`config.mk`:
```
export PLATFORM = sky130hd
export DESIGN_NAME = alarm_sequencer
export DESIGN_NICKNAME = d
export VERILOG_FILES = /design/src/rtl/alarm_sequencer.sv
export SDC_FILE = /design/constraint.sdc
export NUM_CORES = 1
export LEC_CHECK = 0
export BUFFER_PORTS_ARGS = -buffer_cell sky130_fd_sc_hd__buf_2
export CORE_MARGIN = 10
export CORE_UTILIZATION = 30
export CTS_CLUSTER_SIZE = 25
export DETAILED_ROUTE_END_ITERATION = 8
export GPL_TIMING_DRIVEN = 0
export PLACE_DENSITY = 0.56
export SKIP_LAST_GASP = 1
export SLEW_MARGIN = 25
export SYNTH_ARGS = -nofsm -noshare
export SYNTH_HDL_FRONTEND = slang
export SYNTH_SLANG_ARGS = --single-unit
```
`constraint.sdc`:
```
create_clock -name sysclk -period 2.93 [get_ports sysclk]
set_input_delay 0.293 -clock sysclk [delete_from_list [all_inputs] [get_ports sysclk]]
set_output_delay 0.293 -clock sysclk [all_outputs]
set_load 0.005 [all_outputs]
```
`src/rtl/alarm_sequencer.sv`:
```
`default_nettype none
// ============================================================================
// Module      : alarm_sequencer
// Description : Alarm match/ring/snooze/timeout sequencer with beeping buzzer
//               drive. Optional macro SNOOZE_LIMIT_EN caps honoured snoozes.
// Revision    : 1.0 - initial release
// ============================================================================
module alarm_sequencer #(
  parameter int SNOOZE_MIN       = 5,
  parameter int RING_TIMEOUT_MIN = 10,
  parameter int MAX_SNOOZE       = 3
) (
  input  logic        sysclk,
  input  logic        reset,
  input  logic [15:0] timeData,
  input  logic [15:0] alarmData,
  input  logic        enAlarm,
  input  logic        snoozeIn,
  input  logic        stopIn,
  input  logic        oneMinute,
  input  logic        halfSecond,
  output logic        soundAlarm,
  output logic        ringing,
  output logic        snoozing,
  output logic [3:0]  snoozeCount
);

  localparam logic [3:0] c_SNOOZE_MIN = 4'(SNOOZE_MIN);
  localparam logic [3:0] c_RING_TO    = 4'(RING_TIMEOUT_MIN);

  typedef enum logic [1:0] {
    S_IDLE    = 2'd0,
    S_RINGING = 2'd1,
    S_SNOOZE  = 2'd2,
    S_DONE    = 2'd3
  } state_t;

  state_t     r_state;
  logic [3:0] r_min_cnt;
  logic       r_beep;
  logic       r_snooze_prev;
  logic       r_stop_prev;
  logic       r_sound;
  logic       r_ringing;
  logic       r_snoozing;
  logic [3:0] r_snooze_cnt;

  logic       w_match;
  logic       w_snooze_edge;
  logic       w_quit;
  logic       w_snz_ok;
  logic [3:0] w_min_inc;

  assign w_match       = (timeData == alarmData);
  assign w_snooze_edge = snoozeIn & ~r_snooze_prev;
  assign w_quit        = ~enAlarm | (stopIn & ~r_stop_prev);
  assign w_min_inc     = r_min_cnt + 4'd1;

`ifdef SNOOZE_LIMIT_EN
  localparam logic [3:0] c_MAX_SNOOZE = 4'(MAX_SNOOZE);
  assign w_snz_ok = (r_snooze_cnt < c_MAX_SNOOZE);
`else
  assign w_snz_ok = 1'b1;
`endif

  always_ff @(posedge sysclk or negedge reset) begin
    if (!reset) begin
      r_state       <= S_IDLE;
      r_min_cnt     <= 4'd0;
      r_beep        <= 1'b1;
      r_snooze_prev <= 1'b0;
      r_stop_prev   <= 1'b0;
      r_sound       <= 1'b0;
      r_ringing     <= 1'b0;
      r_snoozing    <= 1'b0;
      r_snooze_cnt  <= 4'd0;
    end else begin
      r_snooze_prev <= snoozeIn;
      r_stop_prev   <= stopIn;
      case (r_state)
        S_IDLE: begin
          r_sound    <= 1'b0;
          r_ringing  <= 1'b0;
          r_snoozing <= 1'b0;
          if (enAlarm && w_match) begin
            r_state      <= S_RINGING;
            r_min_cnt    <= 4'd0;
            r_beep       <= 1'b1;
            r_snooze_cnt <= 4'd0;
            r_sound      <= 1'b1;
            r_ringing    <= 1'b1;
          end
        end
        S_RINGING: begin
          if (w_quit) begin
            r_state   <= S_DONE;
            r_sound   <= 1'b0;
            r_ringing <= 1'b0;
          end else if (w_snooze_edge && w_snz_ok) begin
            r_state    <= S_SNOOZE;
            r_min_cnt  <= 4'd0;
            r_sound    <= 1'b0;
            r_ringing  <= 1'b0;
            r_snoozing <= 1'b1;
            if (r_snooze_cnt != 4'hF) r_snooze_cnt <= r_snooze_cnt + 4'd1;
          end else begin
            if (oneMinute) r_min_cnt <= w_min_inc;
            if (oneMinute && (w_min_inc == c_RING_TO)) begin
              r_state   <= S_DONE;
              r_sound   <= 1'b0;
              r_ringing <= 1'b0;
            end else if (halfSecond) begin
              r_beep  <= ~r_beep;
              r_sound <= ~r_beep;
            end
          end
        end
        S_SNOOZE: begin
          if (w_quit) begin
            r_state    <= S_DONE;
            r_snoozing <= 1'b0;
          end else if (oneMinute) begin
            if (w_min_inc == c_SNOOZE_MIN) begin
              r_state    <= S_RINGING;
              r_min_cnt  <= 4'd0;
              r_beep     <= 1'b1;
              r_sound    <= 1'b1;
              r_ringing  <= 1'b1;
              r_snoozing <= 1'b0;
            end else begin
              r_min_cnt <= w_min_inc;
            end
          end
        end
        S_DONE: begin
          // Wait for the alarm minute to pass so the same match cannot re-ring.
          r_sound    <= 1'b0;
          r_ringing  <= 1'b0;
          r_snoozing <= 1'b0;
          if (!w_match) r_state <= S_IDLE;
        end
        default: r_state <= S_IDLE;
      endcase
    end
  end

  assign soundAlarm  = r_sound;
  assign ringing     = r_ringing;
  assign snoozing    = r_snoozing;
  assign snoozeCount = r_snooze_cnt;

endmodule
`default_nettype wire

```
==> results of run 1 <==
## through the flow
step                      hold WS [ps]   util
final                              159  0.391
after global routing               157  0.391
after CTS                          157  0.391
after detailed placement           236  0.376
after global placement             235  0.376
after floorplan                  -2.59      -
## power breakdown
group	internal, mW	switching [mW]
sequential	0.223	0.000957
combinational	0.0389	0.0323
clock	0.119	0.0813
## layout by cell type, fill, tap and decap left out, types with 2 or more instances in the layout
master and instances:
nor2_1 4, nand4_1 4, nor2b_1 2, and2_1 3
or3_1 3, a211o_1 3, dfrtp_1 15, o31ai_1 4
a31oi_1 2, buf_2 46, clkbuf_8 4, nor3_1 3
xnor2_1 16, o21ai_0 11, mux2i_1 4, nand2b_1 6
nand2_1 9, ha_1 9, o211ai_1 2, nor2b_4 2
nand3_1 3, a21oi_1 4, a22o_1 2, inv_1 9
## layout make-up
cell class / instances / area [sq um] / area share
Multi-Input combinational cell: 119 / 901 / 0.530
Sequential cell: 16 / 402 / 0.236
Timing Repair Buffer: 46 / 235 / 0.138
Tap cell: 52 / 65.1 / 0.0383
Clock buffer: 4 / 55.1 / 0.0324
Inverter: 9 / 33.8 / 0.0199
Buffer: 2 / 8.76 / 0.00515
## per-layer routing
| metal | track usage | vias to the layer above |
|---|---|---|
| met3 | 0.0459 | 4 |
| li1 | - | 634 |
| met2 | 0.144 | 45 |
| met1 | 0.113 | 538 |
| met4 | 0.0265 | 0 |
| met5 | 0 | - |
## flip-flops by register name, indices dropped and copies added (netlist names)
register,count
r_snooze_prev,1
r_beep,1
ringing,1
snoozeCount,4
r_min_cnt,4
r_stop_prev,1
soundAlarm,1
snoozing,1
r_state,2
## worst reg2reg max path, delay by kind of cell, from the launching register on
family | cells | cell delay (ps)
AO/OA/AOI/OAI | 3 | 930
flip-flops | 1 | 440
multiplexers | 1 | 350
adder cells (fa/ha/maj) | 1 | 280
buffers and inverters | 2 | 250
AND/OR/NAND/NOR | 1 | 50
## path summary, 6_finish.rpt
| path | from | endpoint | slack, ps | cells past startpoint |
|---|---|---|---|---|
| max | r_state[1] | r_beep | 530 | 8 |
| min | snoozeIn | r_snooze_prev | 160 | 1 |
| max reg2reg | r_state[1] | r_beep | 530 | 8 |
| min reg2reg | soundAlarm | soundAlarm | 500 | 1 |
| max in group asynchronous | reset | r_beep | 2140 | 2 |
| min in group asynchronous | reset | r_min_cnt[2] | 480 | 2 |
## cells by family (layout without fill, tap and decap cells)
group,Yosys count,after routing
DFF,16,16
and+or+nand+nor,46,46
AOI/OAI and AO/OA,41,41
adders and majority gates,9,9
muxes,6,6
xor gates and xnor gates,17,17
buffers and inverters,11,61
==> key figures, run 1 <==
Die
  – Die height: a little under 90 um
  – Core footprint: 4350 sq um
  – Die ar.: roughly 7600 sq um
  – Ports: 46
  – Chip width: 87.0 um
  – Initial core utilization: 0.309
  – Row cnt: 24

Routing
  – WL met3: about 400 um
  – Final WL: roughly 3400 um
  – Top Layer Used: met4
  – Post-Route M1 WL: roughly 1500 um
  – Met2 WL: 1390 um
  – Drt first-iter violations: 96
  – ANT nets after route: 0
  – Routed via count: roughly 1,200
  – Routed WL per cell: about 14 um
  – Via-per-instance ratio: 4.92
  – Drc violations: 0
  – DR pass1 iterations: 4

Clock network
  – CTS buffer count: 3
  – CTS Buffer Depth: 2
  – Post-CTS Setup Inserts: 0
  – Worst-path clk slew: 70 ps
  – CTS Sinks: 16
  – Clk root buf: clkbuf_8
  – CTS tree: done
  – # H-tree levels: 1
  – CTS hold repair buffers: 1
  – Clock insertion delay at the later pin of the skew report: 250 ps
  – Post-CTS sizing: 0

Logic synthesis
  – XOR/XNOR Fraction of Synth Area: 0.111
  – Synthesized Nets: between 150 and 200
  – Mux cell area share after synthesis: 0.0465
  – Compound-Gate Fraction of Synth Area: 0.215
  – Post-Syn Instances: between 100 and 150
  – Distinct cells, synth: 48
  – Post-Synth Simple-Gate Area: 0.214
  – Area leader, netlist: dfrtp_1
  – Post-synth top area share: 0.279
  – Number of synthesis warnings: 0
  – Largest family of logic cells by synthesized area: compound AO/OA/AOI/OAI gates
  – Post-synthesis cell area: about 1300 sq um
  – Post-synth top flop: dfrtp_1
  – Post-synth top cells: xnor2_1 (16), dfrtp_1 (15), o21ai_0 (11)
  – Asr flop ratio synth: 1.00
  – Avg Inst Size Synth: a little over 9 sq um
  – Post-synthesis register bit count: 16
  – Most frequent cell after synthesis: xnor2_1
  – Post-synth EDFFs: 0
  – Part of the Yosys area used for sequential elements: 0.299
  – Adder-cell share of the synthesized area: 0.0837
  – Top cells by area, synth: dfrtp_1 (28%), xnor2_1 (10%), ha_1 (8.4%), o21ai_0 (4.1%), mux2i_1 (3.0%)

Worst setup path
  – Setup CP Type: flip-flop to flip-flop
  – Delay-heaviest family, CP: compound AO/OA/AOI/OAI gates
  – Max Fanout on Critical Path: 6
  – Critical Path RT: 3090 ps
  – WP buf/inv: 2
  – CP max-delay cell: a2111oi_0
  – Worst setup SP type: flip-flop
  – Critical path endpoint category: flip-flop
  – Delay of the slowest critical-path stage: roughly 500 ps
  – Worst-path cell chain: inv_1 -> ha_1 -> inv_1 -> nor2_1 -> a2111oi_0 -> o21ai_0 -> mux2_1 -> a221oi_1
  – Most used cell, CP: inv_1
  – Crit path DAT: about 2600 ps

Power
  – Leakage power: between 0.8 and 0.9 nW
  – Peak VDD IR: around 0.12 mV
  – Design Power: ~0.50 mW
  – P per Cell Area: a little under 300 nW/um^2

Layout
  – Fraction of layout cells with a size suffix above 1: 0.301
  – Final nets: 245
  – Finished Cell Area: 1700 sq um
  – Layout area overhead: 26.4%
  – Final Non-Filler Cells: 248
  – Layout fillers: around 420
  – # diodes: 0

Global routing
  – Vias in the first global route: roughly 1,300
  – First-pass GRT wire length: slightly below 6000 um
  – Largest net degree at the start of global routing: 17
  – Total Routing Usage GR: 0.0937
  – Antenna violations before repair: 0
  – GRT overflow: 0

Timing
  – F_max: 0.417 GHz
  – Min Clock Period, post-route: about 2400 ps
  – Setup TNS: 0 ps
  – Final slew viol count: 0
  – RSZ-0062 raised after global routing: false
  – Worst setup margin: roughly 530 ps
  – Slew @ Worst Pin: between 500 and 600 ps
  – Final Hold Fails: 0
  – Clk_skew: around 2.8 ps
  – Slew headroom: 0.608
  – Period utilisation layout: 0.819
  – Final setup fails: 0

Placement
  – Dpl hpwl: roughly 2800 um
  – Routability cong.: between 0.7 and 0.8
  – IO buf count: 45
  – Dpl cells: approximately 240
  – Placed inst area: 1640 sq um
  – Dpl ws: 585 ps

Outcome
  – Outcome: completed

Min path
  – Min-Delay Path Class: input port to flip-flop

Job
  – Maxcap violations: 0
Power figures use the tool's default switching activity.
==> run 2, diff against run 1 <==
--- a/config.mk
+++ b/config.mk
@@ -5,13 +5,14 @@
 export SDC_FILE = /design/constraint.sdc
 export NUM_CORES = 1
 export LEC_CHECK = 0
+export ABC_AREA = 1
 export BUFFER_PORTS_ARGS = -buffer_cell sky130_fd_sc_hd__buf_2
 export CORE_MARGIN = 10
 export CORE_UTILIZATION = 30
 export CTS_CLUSTER_SIZE = 25
 export DETAILED_ROUTE_END_ITERATION = 8
 export GPL_TIMING_DRIVEN = 0
-export PLACE_DENSITY = 0.56
+export PLACE_DENSITY = 0.58
 export SKIP_LAST_GASP = 1
 export SLEW_MARGIN = 25
 export SYNTH_ARGS = -nofsm -noshare
==> constraint.sdc (replaced) <==
create_clock -name sysclk -period 1.93 [get_ports sysclk]
set_input_delay 0.193 -clock sysclk [delete_from_list [all_inputs] [get_ports sysclk]]
set_output_delay 0.193 -clock sysclk [all_outputs]
set_load 0.005 [all_outputs]
==> key figures, run 2 <==
Power
  – P_sw: about 0.9 mW
  – Sequential share of power: 0.283
  – P per Cell Area: around 1100 nW/um^2
  – Leakage power: approximately 1.1 nW
  – Clock share of power: 0.156
  – Sw frac: 0.460
  – Int Power: between 1 and 1.5 mW
  – Combinational power share: 0.561
  – Peak VDD IR: 0.440 mV

Layout
  – Final nets: 331
  – Final Non-Filler Cells: between 300 and 400
  – Commonest non-fill, non-tap cells in the layout: nand2_1 (78), buf_2 (45), inv_1 (44)
  – Most common cell after layout, fill and taps aside: nand2_1
  – Layout fillers: slightly above 500
  – Layout area overhead: 26.2%
  – # diodes: 0
  – Fraction of layout cells with a size suffix above 1: 0.255

Die
  – Chip width: around 89 um
  – Row cnt: 25
  – Initial core utilization: 0.306
  – Ports: 46
  – Die ar.: ~8000 sq um
  – Die height: 89.2 um
  – Core footprint: 4690 sq um

Worst setup path
  – CP Capture Point: snoozeCount[3]
  – Crit path DAT: 1940 ps
  – Critical path endpoint category: flip-flop
  – Worst reg-to-reg setup slack: 190 ps
  – Max Fanout on Critical Path: 9
  – Worst setup startpoint: r_state[1]
  – Critical Path RT: 2120 ps
  – Worst setup SP type: flip-flop
  – R2R depth: 10
  – Reg-to-Reg End: snoozeCount[3]
  – RR Startpoint: r_state[1]
  – Setup CP Type: flip-flop to flip-flop

Clock network
  – # H-tree levels: 1
  – CTS Sinks: 16
  – CTS buffer count: 3
  – CTS Buffer Depth: 2
  – Worst-path clk slew: ~70 ps
  – Clock insertion delay at the later pin of the skew report: ~250 ps
  – CTS tree: done
  – Post-CTS Setup Inserts: 0
  – Clk root buf: clkbuf_8

Logic synthesis
  – Post-synth top flop: dfrtp_1
  – Post-synth top cells: nand2_1 (78), inv_1 (44), nor2_1 (33)
  – Avg Inst Size Synth: approximately 6.2 sq um
  – Part of the Yosys area used for sequential elements: 0.280
  – Number of synthesis warnings: 0
  – Post-synthesis cell area: around 1400 sq um
  – Synthesized Nets: 280
  – Post-synth top area share: 0.261
  – Most frequent cell after synthesis: nand2_1
  – Area leader, netlist: dfrtp_1
  – Post-synthesis register bit count: 16
  – Post-synth EDFFs: 0
  – Distinct cells, synth: 26
  – Post-Syn Instances: around 230
  – Asr flop ratio synth: 1.00
  – Top cells by area, synth: dfrtp_1 (26%), nand2_1 (20%), inv_1 (11%), nor2_1 (8.6%), ha_1 (7.8%)

Timing
  – Setup TNS: 0 ps
  – RSZ-0062 raised after global routing: false
  – Period utilisation layout: 0.903
  – Slew @ Worst Pin: around 360 ps
  – Final slew viol count: 0
  – Slew headroom: 0.760
  – Min Clock Period, post-route: 1740 ps
  – Final Hold Fails: 0
  – Final setup fails: 0
  – Clk_skew: around 3.6 ps
  – F_max: around 0.57 GHz
  – Worst setup margin: about 190 ps

Routing
  – Via-per-instance ratio: 4.22
  – ANT nets after route: 0
  – Final WL: between 3000 and 4000 um
  – Routed via count: between 1,000 and 1,500
  – Routed WL per cell: around 10 um
  – Drc violations: 0
  – Drt first-iter violations: 31
  – DR pass1 iterations: 4

Global routing
  – Antenna violations before repair: 0
  – Total Routing Usage GR: 0.0888
  – Largest net degree at the start of global routing: 17
  – Vias in the first global route: 1,365
  – First-pass GRT wire length: 5820 um
  – GRT overflow: 0

Placement
  – Dpl hpwl: roughly 2800 um
  – Routability cong.: a little over 0.8
  – Dpl ws: about 160 ps
  – IO buf count: between 40 and 50
  – Dpl cells: ~330

Min path
  – Min-Delay Path Class: input port to flip-flop

Job
  – Maxcap violations: 0

Outcome
  – Outcome: completed
==> run 2: cell families after synthesis <==
family                   count (synthesis)  synth area share
AO/OA/AOI/OAI                           17            0.0645
XOR/XNOR                                 3            0.0183
adder cells (fa/ha/maj)                  9            0.0784
buffers and inverters                   47             0.128
flip-flops                              16             0.280
AND/OR/NAND/NOR                        140             0.431
==> run 2: per-layer routing <==
layer  global-route usage  vias up  part of all wire
met1                0.111      581              0.46
li1                     -      797                 -
met3               0.0201        8             0.054
met4               0.0376        0             0.021
met5                    0        -                 0
met2                0.143       32              0.46
==> run 2: metrics by stage <==
| stage | cell area [sq um] | power [mW] | util | hold WS, ps |
|---|---|---|---|---|
| 6_report | 1810 | 1.95 | 0.386 | 57.0 |
| 5_1_grt | 1810 | 2.18 | 0.386 | 50.1 |
| 4_1_cts | 1790 | 1.96 | 0.382 | 52.2 |
| 3_5_place_dp | 1730 | 1.64 | 0.369 | 133 |
| 3_3_place_gp | 1730 | 1.63 | 0.369 | 137 |
| 2_1_floorplan | 1440 | 1.36 | - | -103 |
==> run 2: worst max-delay path: stages (launching register included) <==
cell and delay [ps]:
dfrtp_2 400, inv_1 110, ha_1 210, buf_6 140, inv_1 130, nor2_4 80
nor3_1 320, nand2_4 120, inv_1 80, nand2_1 50, nand2_1 50
==> run 2: worst min path at each step <==
stage | start | slack [ps] | cells after the start | endpoint
after floorplan | reset | -100 | 0 | r_min_cnt[0]
after global placement | reset | 140 | 1 | r_min_cnt[0]
after detailed placement | reset | 130 | 1 | r_min_cnt[0]
after CTS | stopIn | 50 | 1 | r_stop_prev
after global routing | stopIn | 50 | 1 | r_stop_prev
final | stopIn | 60 | 1 | r_stop_prev
==> run 2: cell type report <==
cell class | count | area, sq um | area share
Timing Repair Buffer | 46 | 235 | 0.130
Clock buffer | 4 | 55.1 | 0.0304
Buffer | 1 | 11.3 | 0.00621
Multi-Input combinational cell | 169 | 868 | 0.479
Tap cell | 54 | 67.6 | 0.0373
Inverter | 46 | 173 | 0.0952
Sequential cell | 16 | 403 | 0.222
==> run 2: timing repair <==
action | 4_1_cts | 5_1_grt
hold buffers | 1 | 0
endpoints found under the setup margin | 0 | 10
gates resized for setup | 0 | 6
hold endpoints to repair | 15 | 0
==> run 2: power groups by stage <==
stage,sequential (mW),clock [mW],combinational [mW]
6_report,0.550,0.304,1.09
5_1_grt,0.575,0.330,1.27
4_1_cts,0.549,0.315,1.09
3_5_place_dp,0.554,0,1.09
3_3_place_gp,0.553,0,1.07
2_1_floorplan,0.535,0,0.821
==> run 3, diff against run 2 <==
--- a/config.mk
+++ b/config.mk
@@ -12,7 +12,7 @@
 export CTS_CLUSTER_SIZE = 25
 export DETAILED_ROUTE_END_ITERATION = 8
 export GPL_TIMING_DRIVEN = 0
-export PLACE_DENSITY = 0.58
+export PLACE_DENSITY = 0.56
 export SKIP_LAST_GASP = 1
 export SLEW_MARGIN = 25
 export SYNTH_ARGS = -nofsm -noshare
==> constraint.sdc (replaced) <==
create_clock -name sysclk -period 1.65 [get_ports sysclk]
set_input_delay 0.165 -clock sysclk [delete_from_list [all_inputs] [get_ports sysclk]]
set_output_delay 0.165 -clock sysclk [all_outputs]
set_load 0.005 [all_outputs]
==> key figures, run 3 (synthesis results as in run 2) <==
Timing
  – Period utilisation layout: 1.00
  – Final slew viol count: 0
  – Clk_skew: 3.66 ps
  – Worst setup margin: -3.36 ps
  – F_max: about 0.60 GHz
  – Slew @ Worst Pin: 382 ps
  – Final setup fails: 1
  – Min Clock Period, post-route: between 1500 and 2000 ps
  – Slew headroom: 0.745
  – RSZ-0062 raised after global routing: true
  – Final Hold Fails: 0
  – Worst hold margin: 17.9 ps

Clock network
  – Clock insertion delay at the later pin of the skew report: roughly 260 ps
  – CTS buffer count: 3
  – CTS Sinks: 16
  – Worst-path clk slew: roughly 70 ps
  – CTS tree: done
  – CTS Buffer Depth: 2
  – Clk root buf: clkbuf_8
  – # H-tree levels: 1

Global routing
  – Largest net degree at the start of global routing: 17
  – First-pass GRT wire length: roughly 5800 um
  – Total Routing Usage GR: 0.0911
  – GRT overflow: 0
  – Vias in the first global route: 1,359
  – Antenna violations before repair: 0

Routing
  – Routed via count: between 1,500 and 2,000
  – DR pass1 iterations: 4
  – Drt first-iter violations: 45
  – Drc violations: 0
  – Final WL: between 3000 and 4000 um
  – Routed WL per cell: 11.0 um
  – ANT nets after route: 0
  – Via-per-instance ratio: ~4.4

Layout
  – Commonest non-fill, non-tap cells in the layout: nand2_1 (71), buf_2 (46), inv_1 (38)
  – Final nets: around 350
  – Layout area overhead: 44.7%
  – Final core utilization: 0.443
  – Final Non-Filler Cells: approximately 360
  – Most common cell after layout, fill and taps aside: nand2_1
  – # diodes: 0
  – Layout fillers: roughly 480
  – Fraction of layout cells with a size suffix above 1: 0.381

Worst setup path
  – Worst-path cell chain: buf_6 -> buf_4 -> nand4_1 -> nand4_1 -> nand3_4 -> nand2_4 -> nor2_4 -> nand2_2 -> nand2_1 -> nand2_1
  – Setup CP Type: flip-flop to flip-flop
  – Critical path endpoint category: flip-flop
  – CP max-delay cell: dfrtp_1
  – WP buf/inv: 2
  – Delay-heaviest family, CP: simple AND/OR/NAND/NOR gates
  – Max Fanout on Critical Path: 4
  – Delay of the slowest critical-path stage: roughly 400 ps
  – Critical Path RT: about 1800 ps
  – Crit path DAT: between 1500 and 2000 ps
  – Worst setup SP type: flip-flop

Job
  – Maxcap violations: 0

Power
  – Leakage power: about 1.2 nW
  – Peak VDD IR: 0.649 mV
  – P per Cell Area: 1390 nW/um^2

Die
  – Core footprint: 4690 sq um
  – Chip width: between 80 and 90 um
  – Initial core utilization: 0.306
  – Die ar.: 7960 sq um
  – Die height: a little under 90 um
  – Row cnt: 25
  – Ports: 46

Placement
  – Routability cong.: between 0.8 and 0.9
  – Dpl hpwl: 2780 um
  – Dpl cells: approximately 330
  – IO buf count: 45

Outcome
  – Outcome: complete, but fails checks
  – Failing checks: setup timing

Min path
  – Min-Delay Path Class: input port to flip-flop
[run 3: cell types whose count changed in the layout (fill, tap and decap cells not counted), sizes merged]
| cell | previous run | this run |
|---|---|---|
| buf | 46 | 66 |
| clkinvlp | 0 | 1 |
| inv | 46 | 45 |
[run 3: timing repair]
action / CTS / global route
buffers inserted: 4 / 15
pin swaps: 3 / 14
endpoints found under the setup margin: 13 / 13
gates cloned: 0 / 1
hold endpoints to repair: 15 / 0
hold buffers: 1 / 0
resized for setup: 11 / 29
[run 3: cell type report]
cell class / instances / area, sq um / area share
buffer: 1 / 11.3 / 0.00542
clock buffer: 4 / 55.1 / 0.0265
inverter: 46 / 181 / 0.0873
multi-input combinational: 169 / 973 / 0.468
sequential: 16 / 403 / 0.194
tap: 54 / 67.6 / 0.0325
timing repair buffer: 66 / 387 / 0.186
[run 3: path summary, 6_finish.rpt]
| path | start | end | slack, ps | cells after the start |
|---|---|---|---|---|
| hold reg to reg | snoozing | snoozing | 490 | 2 |
| max in group asynchronous | reset | r_beep | 990 | 2 |
| min in group asynchronous | reset | r_min_cnt[0] | 350 | 2 |
| setup / recovery | r_min_cnt[1] | r_state[0] | -3 | 10 |
| hold / removal | snoozeIn | r_snooze_prev | 20 | 1 |
| setup reg to reg | r_min_cnt[1] | r_state[0] | -3 | 10 |
[run 3: where the power goes]
part / switching, mW / internal (mW)
clock: 0.154 / 0.213
combinational: 1.05 / 0.855
sequential: 0.104 / 0.524
total: 1.30 / 1.59
[run 3: per-layer routing]
| layer | GRT usage | share of wire | vias up |
|---|---|---|---|
| met5 | 0 | 0 | - |
| met4 | 0.0303 | 0.015 | 0 |
| met3 | 0.0246 | 0.065 | 8 |
| met2 | 0.161 | 0.54 | 26 |
| met1 | 0.103 | 0.38 | 675 |
| li1 | - | - | 846 |
[run 3: metrics by stage]
| stage | cell area (sq um) | power, mW | setup slack (ps) | TNS, ps |
|---|---|---|---|---|
| floorplan | 1440 | 1.59 | 36.1 | 0 |
| global placement | 1730 | 1.91 | -139 | -1300 |
| detailed placement | 1730 | 1.91 | -126 | -1360 |
| CTS | 1870 | 2.43 | -1.68 | -1.68 |
| global route | 2080 | 3.15 | -138 | -902 |
| finish | 2080 | 2.90 | -3.36 | -3.36 |
